--- src/rtl/ring_pkg.sv ---
// Shared packet layout, port enumeration and field helpers for the bidirectional ring node.
package ring_pkg;

    localparam int DW      = 64;
    localparam int VC_BIT  = 63;
    localparam int DIR_BIT = 62;
    localparam int HOP_MSB = 55;
    localparam int HOP_LSB = 48;
    localparam int SRC_MSB = 47;
    localparam int SRC_LSB = 32;

    typedef logic [DW-1:0] pkt_t;

    typedef enum logic [1:0] {
        PORT_CW  = 2'd0,
        PORT_CCW = 2'd1,
        PORT_PE  = 2'd2
    } port_e;

    // One hop consumed: the hop field shifts right by one.
    function automatic pkt_t hop_shift(input pkt_t pkt);
        pkt_t res;
        res = pkt;
        res[HOP_MSB:HOP_LSB] = {1'b0, pkt[HOP_MSB:HOP_LSB+1]};
        return res;
    endfunction

endpackage

--- src/rtl/ring_rr_arb2.sv ---
// Two-requester round-robin arbiter; pointer moves past the winner when en qualifies a grant.
module ring_rr_arb2 (
    input  logic       clk,
    input  logic       rst_n,
    input  logic [1:0] req,
    input  logic       en,
    output logic [1:0] gnt
);

    logic ptr_r;

    // Grant selection: ptr_r=0 gives requester 0 priority.
    always_comb begin
        gnt = 2'b00;
        if (req[0] && (!ptr_r || !req[1])) begin
            gnt = 2'b01;
        end else if (req[1]) begin
            gnt = 2'b10;
        end else begin
            gnt = 2'b00;
        end
    end

    // Priority pointer update on a qualified grant.
    always_ff @(posedge clk or negedge rst_n) begin
        if (!rst_n) begin
            ptr_r <= 1'b0;
        end else if (en && (gnt != 2'b00)) begin
            ptr_r <= gnt[0];
        end else begin
            ptr_r <= ptr_r;
        end
    end

endmodule

--- src/rtl/ring_node_router.sv ---
// One node of the 4-node bidirectional ring: cw, ccw and PE ports, two time-shared virtual channels.
module ring_node_router #(
    parameter int DW      = 64,
    parameter int HOP_LSB = 48
) (
    input  logic          clk,
    input  logic          rst_n,
    input  logic          cwsi,
    output logic          cwri,
    input  logic [DW-1:0] cwdi,
    input  logic          ccwsi,
    output logic          ccwri,
    input  logic [DW-1:0] ccwdi,
    output logic          cwso,
    input  logic          cwro,
    output logic [DW-1:0] cwdo,
    output logic          ccwso,
    input  logic          ccwro,
    output logic [DW-1:0] ccwdo,
    input  logic          pesi,
    output logic          peri,
    input  logic [DW-1:0] pedi,
    output logic          peso,
    input  logic          pero,
    output logic [DW-1:0] pedo,
    output logic          polarity
);

    import ring_pkg::*;

    logic          polarity_r;
    logic [1:0]    in_full_r  [3];
    logic [1:0]    out_full_r [3];
    logic [DW-1:0] in_data_r  [3][2];
    logic [DW-1:0] out_data_r [3][2];

    logic          p_s;
    logic          q_s;
    logic [2:0]    si_s;
    logic [2:0]    ro_s;
    logic [2:0]    ri_s;
    logic [2:0]    acc_s;
    logic [2:0]    so_s;
    logic [2:0]    out_pop_s;
    logic [2:0]    in_pop_s;
    logic [2:0]    push_s;
    logic [DW-1:0] din_s       [3];
    logic [DW-1:0] out_do_s    [3];
    logic [DW-1:0] pk_s        [3];
    logic [DW-1:0] push_data_s [3];
    logic [1:0]    route_req_s [3];
    logic [1:0]    arb_req_s   [3][2];
    logic [1:0]    arb_en_s    [3];
    logic [1:0]    arb_gnt_s   [3][2];
    logic [1:0]    gq_s        [3];

    // p is the external (link/PE) VC this cycle, q the internal (move) VC.
    assign p_s = polarity_r;
    assign q_s = ~polarity_r;

    // Port bundling into indexable vectors.
    always_comb begin
        si_s            = {pesi, ccwsi, cwsi};
        ro_s            = {pero, ccwro, cwro};
        din_s[PORT_CW]  = cwdi;
        din_s[PORT_CCW] = ccwdi;
        din_s[PORT_PE]  = pedi;
    end

    // External phase: accept into VC p inputs, present VC p outputs.
    always_comb begin
        ri_s      = 3'b000;
        acc_s     = 3'b000;
        so_s      = 3'b000;
        out_pop_s = 3'b000;
        for (int i = 0; i < 3; i++) begin
            ri_s[i]      = ~in_full_r[i][p_s];
            acc_s[i]     = si_s[i] & ~in_full_r[i][p_s];
            so_s[i]      = out_full_r[i][p_s];
            out_pop_s[i] = out_full_r[i][p_s] & ro_s[i];
            out_do_s[i]  = out_full_r[i][p_s] ? out_data_r[i][p_s] : {DW{1'b0}};
        end
    end

    // Internal phase requests: req[0] is the ring-forward source, req[1] the other.
    always_comb begin
        for (int i = 0; i < 3; i++) begin
            pk_s[i] = in_data_r[i][q_s];
        end
        route_req_s[PORT_PE]  = {in_full_r[PORT_CCW][q_s] &  pk_s[PORT_CCW][HOP_LSB],
                                 in_full_r[PORT_CW][q_s]  &  pk_s[PORT_CW][HOP_LSB]};
        route_req_s[PORT_CW]  = {in_full_r[PORT_PE][q_s]  & ~pk_s[PORT_PE][DIR_BIT],
                                 in_full_r[PORT_CW][q_s]  & ~pk_s[PORT_CW][HOP_LSB]};
        route_req_s[PORT_CCW] = {in_full_r[PORT_PE][q_s]  &  pk_s[PORT_PE][DIR_BIT],
                                 in_full_r[PORT_CCW][q_s] & ~pk_s[PORT_CCW][HOP_LSB]};
        for (int o = 0; o < 3; o++) begin
            for (int v = 0; v < 2; v++) begin
                arb_en_s[o][v]  = ~out_full_r[o][q_s] & (q_s == v[0]);
                arb_req_s[o][v] = arb_en_s[o][v] ? route_req_s[o] : 2'b00;
            end
        end
    end

    genvar go, gv;
    generate
        for (go = 0; go < 3; go++) begin : g_out
            for (gv = 0; gv < 2; gv++) begin : g_vc
                ring_rr_arb2 u_arb (
                    .clk   (clk),
                    .rst_n (rst_n),
                    .req   (arb_req_s[go][gv]),
                    .en    (arb_en_s[go][gv]),
                    .gnt   (arb_gnt_s[go][gv])
                );
            end
        end
    endgenerate

    // Move decode: source pops, destination pushes with the routed packet.
    always_comb begin
        for (int o = 0; o < 3; o++) begin
            gq_s[o]   = arb_gnt_s[o][0] | arb_gnt_s[o][1];
            push_s[o] = |gq_s[o];
        end
        in_pop_s[PORT_CW]  = gq_s[PORT_PE][0] | gq_s[PORT_CW][0];
        in_pop_s[PORT_CCW] = gq_s[PORT_PE][1] | gq_s[PORT_CCW][0];
        in_pop_s[PORT_PE]  = gq_s[PORT_CW][1] | gq_s[PORT_CCW][1];
        push_data_s[PORT_PE]  = gq_s[PORT_PE][0]  ? pk_s[PORT_CW] : pk_s[PORT_CCW];
        push_data_s[PORT_CW]  = gq_s[PORT_CW][0]  ? hop_shift(pk_s[PORT_CW])  : pk_s[PORT_PE];
        push_data_s[PORT_CCW] = gq_s[PORT_CCW][0] ? hop_shift(pk_s[PORT_CCW]) : pk_s[PORT_PE];
    end

    // Buffer state: VC p touched by link transfers, VC q by moves, never both.
    always_ff @(posedge clk or negedge rst_n) begin
        if (!rst_n) begin
            polarity_r <= 1'b0;
            for (int i = 0; i < 3; i++) begin
                in_full_r[i]  <= 2'b00;
                out_full_r[i] <= 2'b00;
                for (int v = 0; v < 2; v++) begin
                    in_data_r[i][v]  <= {DW{1'b0}};
                    out_data_r[i][v] <= {DW{1'b0}};
                end
            end
        end else begin
            polarity_r <= q_s;
            for (int i = 0; i < 3; i++) begin
                if (acc_s[i]) begin
                    in_full_r[i][p_s] <= 1'b1;
                    in_data_r[i][p_s] <= {p_s, din_s[i][DW-2:0]};
                end
                if (in_pop_s[i]) begin
                    in_full_r[i][q_s] <= 1'b0;
                end
                if (out_pop_s[i]) begin
                    out_full_r[i][p_s] <= 1'b0;
                end
                if (push_s[i]) begin
                    out_full_r[i][q_s] <= 1'b1;
                    out_data_r[i][q_s] <= push_data_s[i];
                end
            end
        end
    end

    assign cwri     = ri_s[PORT_CW];
    assign ccwri    = ri_s[PORT_CCW];
    assign peri     = ri_s[PORT_PE];
    assign cwso     = so_s[PORT_CW];
    assign ccwso    = so_s[PORT_CCW];
    assign peso     = so_s[PORT_PE];
    assign cwdo     = out_do_s[PORT_CW];
    assign ccwdo    = out_do_s[PORT_CCW];
    assign pedo     = out_do_s[PORT_PE];
    assign polarity = polarity_r;

endmodule

--- config.mk ---
export PLATFORM = sky130hd
export DESIGN_NAME = ring_node_router
export DESIGN_NICKNAME = d
export VERILOG_FILES = /design/src/rtl/ring_pkg.sv /design/src/rtl/ring_rr_arb2.sv /design/src/rtl/ring_node_router.sv
export SDC_FILE = /design/constraint.sdc
export NUM_CORES = 1
export LEC_CHECK = 0
export CAP_MARGIN = 20
export CORE_AREA = 2 2 270 272
export DETAILED_ROUTE_END_ITERATION = 12
export DIE_AREA = 0 0 272 274
export GPL_ROUTABILITY_DRIVEN = 0
export PLACE_DENSITY = 0.77
export SYNTH_ARGS = -nofsm -noshare
export SYNTH_HDL_FRONTEND = slang
export SYNTH_SLANG_ARGS = --single-unit
--- constraint.sdc ---
create_clock -name clk -period 1.97 [get_ports clk]
set_clock_uncertainty 0.05 [all_clocks]
set_input_delay 0.394 -clock clk [delete_from_list [all_inputs] [get_ports clk]]
set_output_delay 0.394 -clock clk [all_outputs]
set_load 0.005 [all_outputs]
==> results of run 1 <==
-- path summary, 6_finish.rpt --
| path | start | to | slack [ps] | depth (start not counted) |
|---|---|---|---|---|
| max in group asynchronous | rst_n | out_data_r[38] | 750 | 3 |
| worst min-delay path | rst_n | out_data_r[61] | 210 | 2 |
| min in group clk | cwro | out_full_r[4] | 320 | 2 |
| worst max register to register | polarity | out_data_r[336] | -770 | 12 |
| worst max-delay path | polarity | cwdo[30] | -870 | 7 |
| worst min register to register | in_data_r[319] | in_data_r[319] | 410 | 1 |
-- flip-flops by register name, summed over array words and instances, names as in the netlist --
name	flops
g_out.g_vc.u_arb.ptr_r	6
out_data_r	384
in_full_r	6
out_full_r	6
in_data_r	384
polarity	1
-- stage by stage --
| step | hold slack (ps) | setup TNS, ps | util | total power (W) | instance area, um^2 |
|---|---|---|---|---|---|
| 6_report | 207.7 | -414580 | 0.6916 | 0.08320 | 49780 |
| 4_1_cts | 193.3 | -410940 | 0.6701 | 0.08051 | 48220 |
| 2_1_floorplan | 48.41 | -8554 | - | 0.04774 | 37110 |
| 5_1_grt | 226.6 | -456830 | 0.6916 | 0.08733 | 49770 |
| 3_3_place_gp | 268.3 | -208350 | 0.6192 | 0.06288 | 44560 |
| 3_5_place_dp | 272.5 | -229560 | 0.6192 | 0.06418 | 44560 |
-- layer usage --
metal | GRT usage | vias to the layer above
met5 | 0 | -
met4 | 0.1138 | 8
met3 | 0.04519 | 282
met2 | 0.4988 | 1294
met1 | 0.4031 | 14450
li1 | - | 12150
-- logic make-up (layout without fill, tap and decap cells) --
family,after synthesis,in the layout,share of synthesized area
and+or+nand+nor,513,513,0.05593
other,0,5,0
muxes,956,956,0.2872
AOI/OAI and AO/OA,555,555,0.08663
DFF,787,787,0.5339
buffers and inverters,233,1023,0.03633
-- layout make-up --
class / count / area, um^2 / area share
sequential: 787 / 19700 / 0.3957
multi-input combinational: 2024 / 16990 / 0.3412
timing repair buffer: 861 / 9007 / 0.1810
clock buffer: 133 / 2559 / 0.05141
tap: 959 / 1200 / 0.02411
clock inverter: 19 / 271.5 / 0.005455
inverter: 10 / 42.54 / 0.0008547
antenna: 5 / 12.51 / 0.0002514
-- Yosys cell counts, types with 3 or more instances --
master	count	area (um^2)
nand2b_1	11	68.82
buf_2	85	425.4
a21oi_2	59	516.8
dfrtp_1	787	19690
inv_1	9	33.78
nor3_1	7	35.03
mux2_2	571	6430
clkbuf_1	66	247.7
nand3_1	8	40.04
nand2_1	267	1002
o21ai_1	125	625.6
mux2i_1	324	3243
a31oi_1	5	31.28
buf_8	12	180.2
clkbuf_2	4	20.02
o21ai_2	28	245.2
nand3b_1	3	22.52
mux2_4	59	885.9
a21oi_1	78	390.4
buf_6	12	135.1
o21ai_0	241	1206
nor2_1	199	747.0
buf_4	31	232.7
nor2b_1	4	25.02
buf_1	11	41.29
-- report_power, final --
part	total (W)	switching [W]	leakage (nW)	internal (W)
Combinational	0.0379	0.0193	12.9	0.0186
Clock	0.0162	0.00663	1.39	0.00958
Sequential	0.0291	0.00482	9.31	0.0243
-- timing repair --
action / CTS / global route
hold buffers: 1 / 0
endpoints found under the setup margin: 898 / 949
endpoints found under the hold margin: 116 / 0
buffers inserted: 33 / 88
pin swaps: 18 / 55
gates cloned: 10 / 12
resized for setup: 304 / 506
==> impl_metrics.yaml, run 1 <==
global_route:
  grt_use_total: 0.3012
  antenna_found_initial: 8
  overflow: 0
  grt_pass1_vias: 28530
  grt_max_degree: 74
  grt_pass1_wl_mm: 171.3
timing:
  relSlewSlack: 0.5330
  rsz0062_at_grt: "true"
  hold_viol_final: 0
  max_freq_mhz: 352.1
  maxSlewViolCount: 0
  min_period_ps: 2840
  setup_viol: 907
  period_share: 1.442
  worst_slack_ps: -870.1
  tightest_slew_ps: 695.9
drt:
  wl_met3_mm: 7.917
  postRouteAntennaNets: 0
  firstDrtPassIters: 5
  vias: 28190
  routedWlPerCell_um: 24.78
  dr.first_iter.drc_count: 2551
  wl_met2_mm: 57.89
  avgViaCountPerCell: 5.875
  highest-signal-layer: "met5"
  routed_wirelength_mm: 118.9
  drc: 0
  wl_met1_mm: 48.35
yosys:
  seq_area_frac_synth: 0.5339
  yosys_register_bits: 787
  yosys_warnings: 0
  synthArstFlopShare: 1.000
  syn_inst: 3044
  syn_area_um2: 36890
  syn_nets: 3244
  ys_types: 52
  ys.flop_type: "dfrtp_1"
  avgSynthCellArea_um2: 12.12
  synth_edf_count: 0
cts:
  clk_pin_slew_ps: 60
  worstSkewPairLatency_ps: 630
  htree_num_levels: 3
  clock_sinks: 787
  clockBufferDepth: 3
  cts_inserted_buffers: 84
  cts_tree: "done"
  cts_root_buf: "clkbuf_16"
worst_setup_path:
  crit_slowest_cell: "dfrtp_4"
  critical_path.max_fanout: 13
  crit_buf_inv: 5
  cp_common_cell: "buf_6"
  criticalPathCategory: "flop to output pin"
  required_ps: 1530
  cp_cell_sequence: "buf_6, mux2i_4, buf_4, buf_12, buf_6, nor2_1, dlygate4sd2_1"
  worstSetupEndpointType: "output pin"
  cpPeakStageDelay_ps: 510
  critical-path-top-delay-family: "buffers and inverters"
  worstPathArrival_ps: 2400
  start_kind: "flop"
die:
  die-area_um2: 74530
  rows: 99
  io_pins: 399
  start_util: 0.5126
  die_w_um: 272
  core-area_um2: 71970
  die_h_um: 274
run_status:
  status: "complete, but fails checks"
  violations: "negative setup slack"
pwr:
  peakVddDrop_v: 0.001094
  p_per_area_nw_per_um2: 1671
  power.leakage_nw: 23.64
final_layout:
  fin_cells: 4798
  mostFrequentLayoutCells: "786 x dfrtp_1, 571 x mux2_2, 283 x buf_4, 267 x nand2_1, 256 x mux2i_1"
  nets: 3968
  mostFrequentLayoutCell: "dfrtp_1"
  drive_gt1_frac: 0.4241
  n_fill_cell: 4814
  area_delta_synth_final_pct: 34.94
place:
  post-place-ws_ps: -496.4
  io_buffers: 395
  place_inst: 4506
  hpwl_mm: 75.90
flow_run:
  cap_violations: 0
worst_hold_path:
  hold_class: "input pin to asynchronous set/reset pin"
Power figures use the tool's default switching activity.
==> run 2, diff against run 1 <==
- CAP_MARGIN: 20 -> default
==> results of run 2 <==
Same layout as run 1: the final DEF is identical, and so are final timing and power.
